## src/rtl/mem_ctrl_if.sv

```systemverilog
// Bus bundle between the memory controller, the IF/MEM stages and the byte-wide RAM.
interface mem_ctrl_if #(
    parameter int ADDR_W = 17
);
    logic              inst_req;
    logic [31:0]       inst_addr;
    logic              inst_valid;
    logic [31:0]       inst_valid_addr;
    logic [31:0]       inst_data;

    logic              data_req;
    logic              data_we;
    logic [31:0]       data_addr;
    logic [1:0]        data_size;
    logic [31:0]       data_wdata;
    logic              data_done;
    logic [31:0]       data_rdata;

    logic [ADDR_W-1:0] ram_addr;
    logic              ram_wr;
    logic [7:0]        ram_dout;
    logic [7:0]        ram_din;

    // Controller side
    modport slave (
        input  inst_req, inst_addr,
        input  data_req, data_we, data_addr, data_size, data_wdata,
        input  ram_din,
        output inst_valid, inst_valid_addr, inst_data,
        output data_done, data_rdata,
        output ram_addr, ram_wr, ram_dout
    );

    // Requester / RAM side
    modport master (
        output inst_req, inst_addr,
        output data_req, data_we, data_addr, data_size, data_wdata,
        output ram_din,
        input  inst_valid, inst_valid_addr, inst_data,
        input  data_done, data_rdata,
        input  ram_addr, ram_wr, ram_dout
    );
endinterface

```

## src/rtl/mem_ctrl.sv

```systemverilog
// Memory controller: arbitrates IF fetch misses against MEM loads/stores and
// serialises each access into byte cycles on a single synchronous RAM port.
//
// state | meaning
// ------+-----------------------------------------------------------------
// IDLE  | sample requests; data_req has priority over inst_req
// READ  | cnt 0..n: present base+cnt while cnt<n, capture byte cnt-1 when cnt>=1
// WRITE | cnt 0..n-1: write wdata byte cnt to base+cnt
// DONE  | one-cycle completion pulse for the owning source
module mem_ctrl #(
    parameter int ADDR_W = 17
) (
    input logic      clk,
    input logic      rst,
    mem_ctrl_if.slave bus
);

    typedef enum logic [1:0] {IDLE, READ, WRITE, DONE} state_t;

    state_t      state;
    logic [2:0]  cnt;
    logic [2:0]  n_bytes;
    logic [31:0] base;
    logic [31:0] wdata;
    logic        src_inst;
    logic [31:0] rbuf;

    logic [2:0]        cnt_inc;
    logic [ADDR_W-1:0] addr_next;
    logic [7:0]        wbyte_next;
    logic [31:0]       rbuf_next;
    logic [2:0]        data_n;

    // Next-address/byte helpers and read-byte assembly (little-endian)
    always_comb begin
        cnt_inc   = cnt + 3'd1;
        addr_next = base[ADDR_W-1:0] + {{(ADDR_W-3){1'b0}}, cnt_inc};
        case (cnt_inc[1:0])
            2'd0:    wbyte_next = wdata[7:0];
            2'd1:    wbyte_next = wdata[15:8];
            2'd2:    wbyte_next = wdata[23:16];
            default: wbyte_next = wdata[31:24];
        endcase
        rbuf_next = rbuf;
        if (state == READ) begin
            case (cnt)
                3'd1:    rbuf_next[7:0]   = bus.ram_din;
                3'd2:    rbuf_next[15:8]  = bus.ram_din;
                3'd3:    rbuf_next[23:16] = bus.ram_din;
                3'd4:    rbuf_next[31:24] = bus.ram_din;
                default: rbuf_next = rbuf;
            endcase
        end
        case (bus.data_size)
            2'd0:    data_n = 3'd1;
            2'd1:    data_n = 3'd2;
            default: data_n = 3'd4;
        endcase
    end

    // Sequencer with registered RAM and result outputs
    always_ff @(posedge clk) begin
        if (rst) begin
            state               <= IDLE;
            cnt                 <= '0;
            n_bytes             <= '0;
            base                <= '0;
            wdata               <= '0;
            src_inst            <= 1'b0;
            rbuf                <= '0;
            bus.ram_addr        <= '0;
            bus.ram_wr          <= 1'b0;
            bus.ram_dout        <= '0;
            bus.inst_valid      <= 1'b0;
            bus.inst_valid_addr <= '0;
            bus.inst_data       <= '0;
            bus.data_done       <= 1'b0;
            bus.data_rdata      <= '0;
        end else begin
            case (state)
                IDLE: begin
                    cnt  <= '0;
                    rbuf <= '0;
                    if (bus.data_req) begin
                        base         <= bus.data_addr;
                        wdata        <= bus.data_wdata;
                        n_bytes      <= data_n;
                        src_inst     <= 1'b0;
                        bus.ram_addr <= bus.data_addr[ADDR_W-1:0];
                        if (bus.data_we) begin
                            state        <= WRITE;
                            bus.ram_wr   <= 1'b1;
                            bus.ram_dout <= bus.data_wdata[7:0];
                        end else begin
                            state <= READ;
                        end
                    end else if (bus.inst_req) begin
                        base         <= bus.inst_addr;
                        n_bytes      <= 3'd4;
                        src_inst     <= 1'b1;
                        bus.ram_addr <= bus.inst_addr[ADDR_W-1:0];
                        state        <= READ;
                    end
                end
                READ: begin
                    rbuf <= rbuf_next;
                    if (cnt == n_bytes) begin
                        state        <= DONE;
                        bus.ram_addr <= '0;
                        if (src_inst) begin
                            bus.inst_valid      <= 1'b1;
                            bus.inst_data       <= rbuf_next;
                            bus.inst_valid_addr <= base;
                        end else begin
                            bus.data_done  <= 1'b1;
                            bus.data_rdata <= rbuf_next;
                        end
                    end else begin
                        cnt          <= cnt_inc;
                        bus.ram_addr <= (cnt_inc < n_bytes) ? addr_next : '0;
                    end
                end
                WRITE: begin
                    if (cnt_inc == n_bytes) begin
                        state         <= DONE;
                        bus.ram_wr    <= 1'b0;
                        bus.ram_addr  <= '0;
                        bus.ram_dout  <= '0;
                        bus.data_done <= 1'b1;
                    end else begin
                        cnt          <= cnt_inc;
                        bus.ram_addr <= addr_next;
                        bus.ram_dout <= wbyte_next;
                    end
                end
                default: begin
                    bus.inst_valid <= 1'b0;
                    bus.data_done  <= 1'b0;
                    state          <= IDLE;
                end
            endcase
        end
    end

endmodule

```

## src/flat_wrapper.sv

```systemverilog
// flat-port wrapper written by rule: the top's interface ports become plain ports
module mem_ctrl_flat 
#(
    parameter int ADDR_W = 17
)
  (clk, rst, bus_inst_req, bus_inst_addr, bus_data_req, bus_data_we, bus_data_addr, bus_data_size, bus_data_wdata, bus_ram_din, bus_inst_valid, bus_inst_valid_addr, bus_inst_data, bus_data_done, bus_data_rdata, bus_ram_addr, bus_ram_wr, bus_ram_dout);
  mem_ctrl_if #(.ADDR_W(ADDR_W)) bus_i ();
  input logic clk;
  input logic rst;
  input wire logic [$bits(bus_i.inst_req)-1:0] bus_inst_req;
  input wire logic [$bits(bus_i.inst_addr)-1:0] bus_inst_addr;
  input wire logic [$bits(bus_i.data_req)-1:0] bus_data_req;
  input wire logic [$bits(bus_i.data_we)-1:0] bus_data_we;
  input wire logic [$bits(bus_i.data_addr)-1:0] bus_data_addr;
  input wire logic [$bits(bus_i.data_size)-1:0] bus_data_size;
  input wire logic [$bits(bus_i.data_wdata)-1:0] bus_data_wdata;
  input wire logic [$bits(bus_i.ram_din)-1:0] bus_ram_din;
  output wire logic [$bits(bus_i.inst_valid)-1:0] bus_inst_valid;
  output wire logic [$bits(bus_i.inst_valid_addr)-1:0] bus_inst_valid_addr;
  output wire logic [$bits(bus_i.inst_data)-1:0] bus_inst_data;
  output wire logic [$bits(bus_i.data_done)-1:0] bus_data_done;
  output wire logic [$bits(bus_i.data_rdata)-1:0] bus_data_rdata;
  output wire logic [$bits(bus_i.ram_addr)-1:0] bus_ram_addr;
  output wire logic [$bits(bus_i.ram_wr)-1:0] bus_ram_wr;
  output wire logic [$bits(bus_i.ram_dout)-1:0] bus_ram_dout;
  assign bus_i.inst_req = bus_inst_req;
  assign bus_i.inst_addr = bus_inst_addr;
  assign bus_i.data_req = bus_data_req;
  assign bus_i.data_we = bus_data_we;
  assign bus_i.data_addr = bus_data_addr;
  assign bus_i.data_size = bus_data_size;
  assign bus_i.data_wdata = bus_data_wdata;
  assign bus_i.ram_din = bus_ram_din;
  assign bus_inst_valid = bus_i.inst_valid;
  assign bus_inst_valid_addr = bus_i.inst_valid_addr;
  assign bus_inst_data = bus_i.inst_data;
  assign bus_data_done = bus_i.data_done;
  assign bus_data_rdata = bus_i.data_rdata;
  assign bus_ram_addr = bus_i.ram_addr;
  assign bus_ram_wr = bus_i.ram_wr;
  assign bus_ram_dout = bus_i.ram_dout;
  mem_ctrl #(.ADDR_W(ADDR_W)) u_core (.clk(clk), .rst(rst), .bus(bus_i));
endmodule
```

## config.mk

```make
export PLATFORM = sky130hd
export DESIGN_NAME = mem_ctrl_flat
export DESIGN_NICKNAME = d
export VERILOG_FILES = /design/src/rtl/mem_ctrl_if.sv /design/src/rtl/mem_ctrl.sv /design/src/flat_wrapper.sv
export SDC_FILE = /design/constraint.sdc
export NUM_CORES = 1
export LEC_CHECK = 0
export ABC_AREA = 1
export ABC_CLOCK_PERIOD_IN_PS = 4600
export BUFFER_PORTS_ARGS = -buffer_cell sky130_fd_sc_hd__buf_2
export CORE_MARGIN = 1
export CORE_UTILIZATION = 50
export CTS_CLUSTER_DIAMETER = 120
export DETAILED_ROUTE_END_ITERATION = 7
export PLACE_DENSITY = 0.71
export SYNTH_ARGS = -nofsm -noshare
export SYNTH_HDL_FRONTEND = slang
export SYNTH_SLANG_ARGS = --single-unit
export TNS_END_PERCENT = 1
```

## constraint.sdc

```tcl
create_clock -name clk -period 4.6 [get_ports clk]
set_input_delay 0.23 -clock clk [delete_from_list [all_inputs] [get_ports clk]]
set_output_delay 0.23 -clock clk [all_outputs]
set_load 0.1 [all_outputs]
```

==> impl_results.md <==
- Outcome: complete, no violations
- Number of global-route vias before repair: 9381
- Root Buffer: clkbuf_16
- Post-Place Setup Slack: 1.46 ns
- Maximum clock rate: 316 MHz
- Net count reported at finish: ~1700
- Layout filler cell count: 1817
- Die Y-Extent: roughly 140 µm
- Top cells by area, synth: dfxtp_1 46%, nand2_1 11%, a21oi_1 8.8%
- Worst slew pin tran: 1.19 ns
- Number of diodes: 0
- Fin util: 0.636
- H-tree depth: 1
- Core area: between 15000 and 20000 µm²
- LEAKAGE: 0.00520 µW
- Syn Area/Cell: 7.36 µm²
- Initial antenna violation count: 1
- Gpl congestion: 0.904
- Share of cells above drive strength 1: 0.188
- Final setup fails: 0
- WHS Path Cells: 3
- Worst R2R Start: u_core.cnt[0]
- Post-CTS sizing: 0
- Final WS setup: 1.43 ns
- Number of synthesized flops with an enable pin: 0
- Post-route ant nets: 0
- Worst Path Required: around 5.0 ns
- CTS Buf Count: 25
- CTS tree: yes
- Synth Net Count: between 1000 and 1500
- CTS Buffer Depth: 3
- Synth area leader: dfxtp_1
- Max Slew Vio Count: 0
- Vias: 10000
- Top FF cell, synth: dfxtp_1
- WL final: approximately 29000 µm
- GRT Total Usage: 0.281
- Critical Path AT: roughly 3.5 ns
- Fraction of registers with async set/reset: 0
- Most numerous cell in the Yosys netlist: nand2_1
- Critical Path Source Type: register
- Area growth from synthesis to layout: 24.5%
- Yosys reg bits: roughly 230
- Syn Inst Count: approximately 1400
- Worst-Skew Late Latency: 0.53 ns
- FF-to-FF End: u_core.bus.data_rdata[7]
- CTS clock-pin slew for the worst setup and hold paths: 0.06 ns
- First-pass GRT wire length: about 46000 µm
- Hold Path Sink: u_core.wdata[24]
- Drt drc: 0
- Pwr per Cell Area: 591 nW/µm²
- Final Hold Fails: 0
- Hpwl dp: 18600 µm
- Hold Buf Count CTS: 50
- Worst min path class: in -> reg
- DR iter-0 viols: between 500 and 600
- Worst hold start: bus_data_wdata[24]
- Unique cell type count in the Yosys netlist: 34
- R2R depth: 7
- Die Wd: 143 µm
- Worst reg-to-reg setup slack: 1.43 ns
- I/O pin total: 235
- Worst-path maximum fanout: 33
- IO Port Bufs: around 230
- Post-synth top area share: 0.459
- TNS Setup: 0 ns
- Most instantiated cells after synthesis: 304 x nand2_1, 229 x dfxtp_1, 176 x a21oi_1
- Final period util: 0.689
- Layout Cells excl Fill: 1866
- Post-CTS Setup Bufs: 0
- Grt total ovfl: 0
- FP Rows: 51
- Post-synthesis cell area: 9990 µm²
- Max-slew headroom: 0.202
- TritonRoute pass-1 iters: 5
- Largest net degree at the start of global routing: 92
- Clock skew: 0.0237 ns
- CP Class: reg -> reg
- RSZ-0062 raised after global routing: no
- Initial core utilization: 0.511
- Full die area: 20500 µm²
- Crit end category: register
- Post-DR wirelength/cell: 15.4 µm
- Vias/cell: 5.38
- Minimum clock period: 3.17 ns
- Yosys Warn Count: 0
- Sequential area share after synthesis: 0.459
- Placed Instances: 1770
- Max VDD drop: 0.349 mV
- Overall Power: 7350 µW
- Clock sinks: 229
- Max cap viols: 0
-- state kept, by name (all words and copies together) (netlist names), 2 cells and up --
register	count
u_core.n_bytes	3
u_core.bus.ram_dout	8
u_core.state	2
u_core.rbuf	32
u_core.bus.inst_valid_addr	32
u_core.cnt	3
u_core.bus.data_rdata	32
u_core.bus.inst_data	32
u_core.bus.ram_addr	17
u_core.base	32
u_core.wdata	32
-- layer usage --
metal,up-vias,global-route usage,wire length (µm)
li1,4975,-,-
met3,52,0.0546,2040
met1,4643,0.361,12600
met2,359,0.476,13500
met5,-,0,13
met4,2,0.0896,639
-- metrics by stage --
step	hold slack [ns]	cell area, µm²
2_1_floorplan	0.373	9990
3_3_place_gp	0.445	11100
3_5_place_dp	0.450	11100
4_1_cts	0.00146	12400
5_1_grt	0.0116	12400
6_report	0.0120	12400
-- critical path, stage by stage (launching register included) --
cell and delay (ns):
dfxtp_1 0.46, ha_1 0.30, a21oi_1 0.16, nand3_2 0.14, nor2_4 0.62, nand2_1 0.95, nand2_1 0.27, a21oi_1 0.09
-- how the worst max path moves through the flow --
stage	depth (start not counted)	slack [ns]	endpoint	from
floorplan	13	2.45	u_core.bus.ram_addr[13]	u_core.cnt[0]
global placement	9	1.49	u_core.state[1]	bus_data_req
detailed placement	7	1.46	u_core.bus.data_rdata[7]	u_core.cnt[0]
CTS	7	1.44	u_core.bus.data_rdata[7]	u_core.cnt[0]
global route	7	1.17	u_core.bus.data_rdata[7]	u_core.cnt[0]
finish	7	1.43	u_core.bus.data_rdata[7]	u_core.cnt[0]
-- kinds of logic after synthesis --
logic type,count (synthesis),synth area share
flops,229,0.459
simple gates,598,0.247
buf+inv,147,0.0670
xor+xnor,5,0.00439
mux,17,0.0170
compound gates,342,0.181
fa+ha+maj,19,0.0246
-- final cells by class --
| class | instances | area, µm² | area share |
|---|---|---|---|
| clock buffer | 38 | 754 | 0.0607 |
| clock inverter | 8 | 72.6 | 0.00584 |
| inverter | 52 | 195 | 0.0157 |
| multi-input combinational | 981 | 4750 | 0.382 |
| sequential | 229 | 4580 | 0.369 |
| tap | 265 | 332 | 0.0267 |
| timing repair buffer | 293 | 1740 | 0.140 |
-- layout by cell type (no fill, tap or decap), drive strengths merged --
cell	n
nand3b	5
a211oi	18
o21ai	116
a22oi	1
xor2	3
ha	18
mux2i	17
fa	1
dlygate4sd3	50
nand3	110
clkinv	6
nor3	3
a31oi	23
nand4	9
inv	53
o211ai	1
nor2	163
xnor2	2
o31ai	1
bufinv	1
dfxtp	229
a21oi	177
o2111ai	1
o21bai	4
buf	243
nand2	308
clkbuf	38
-- power by group --
| group | leakage, µW | total [µW] | switching, µW | internal, µW |
|---|---|---|---|---|
| clock | 0.000414 | 2000 | 808 | 1190 |
| combinational | 0.00291 | 2840 | 2200 | 649 |
| sequential | 0.00187 | 2510 | 225 | 2280 |
(Power assumes the default switching activity.)
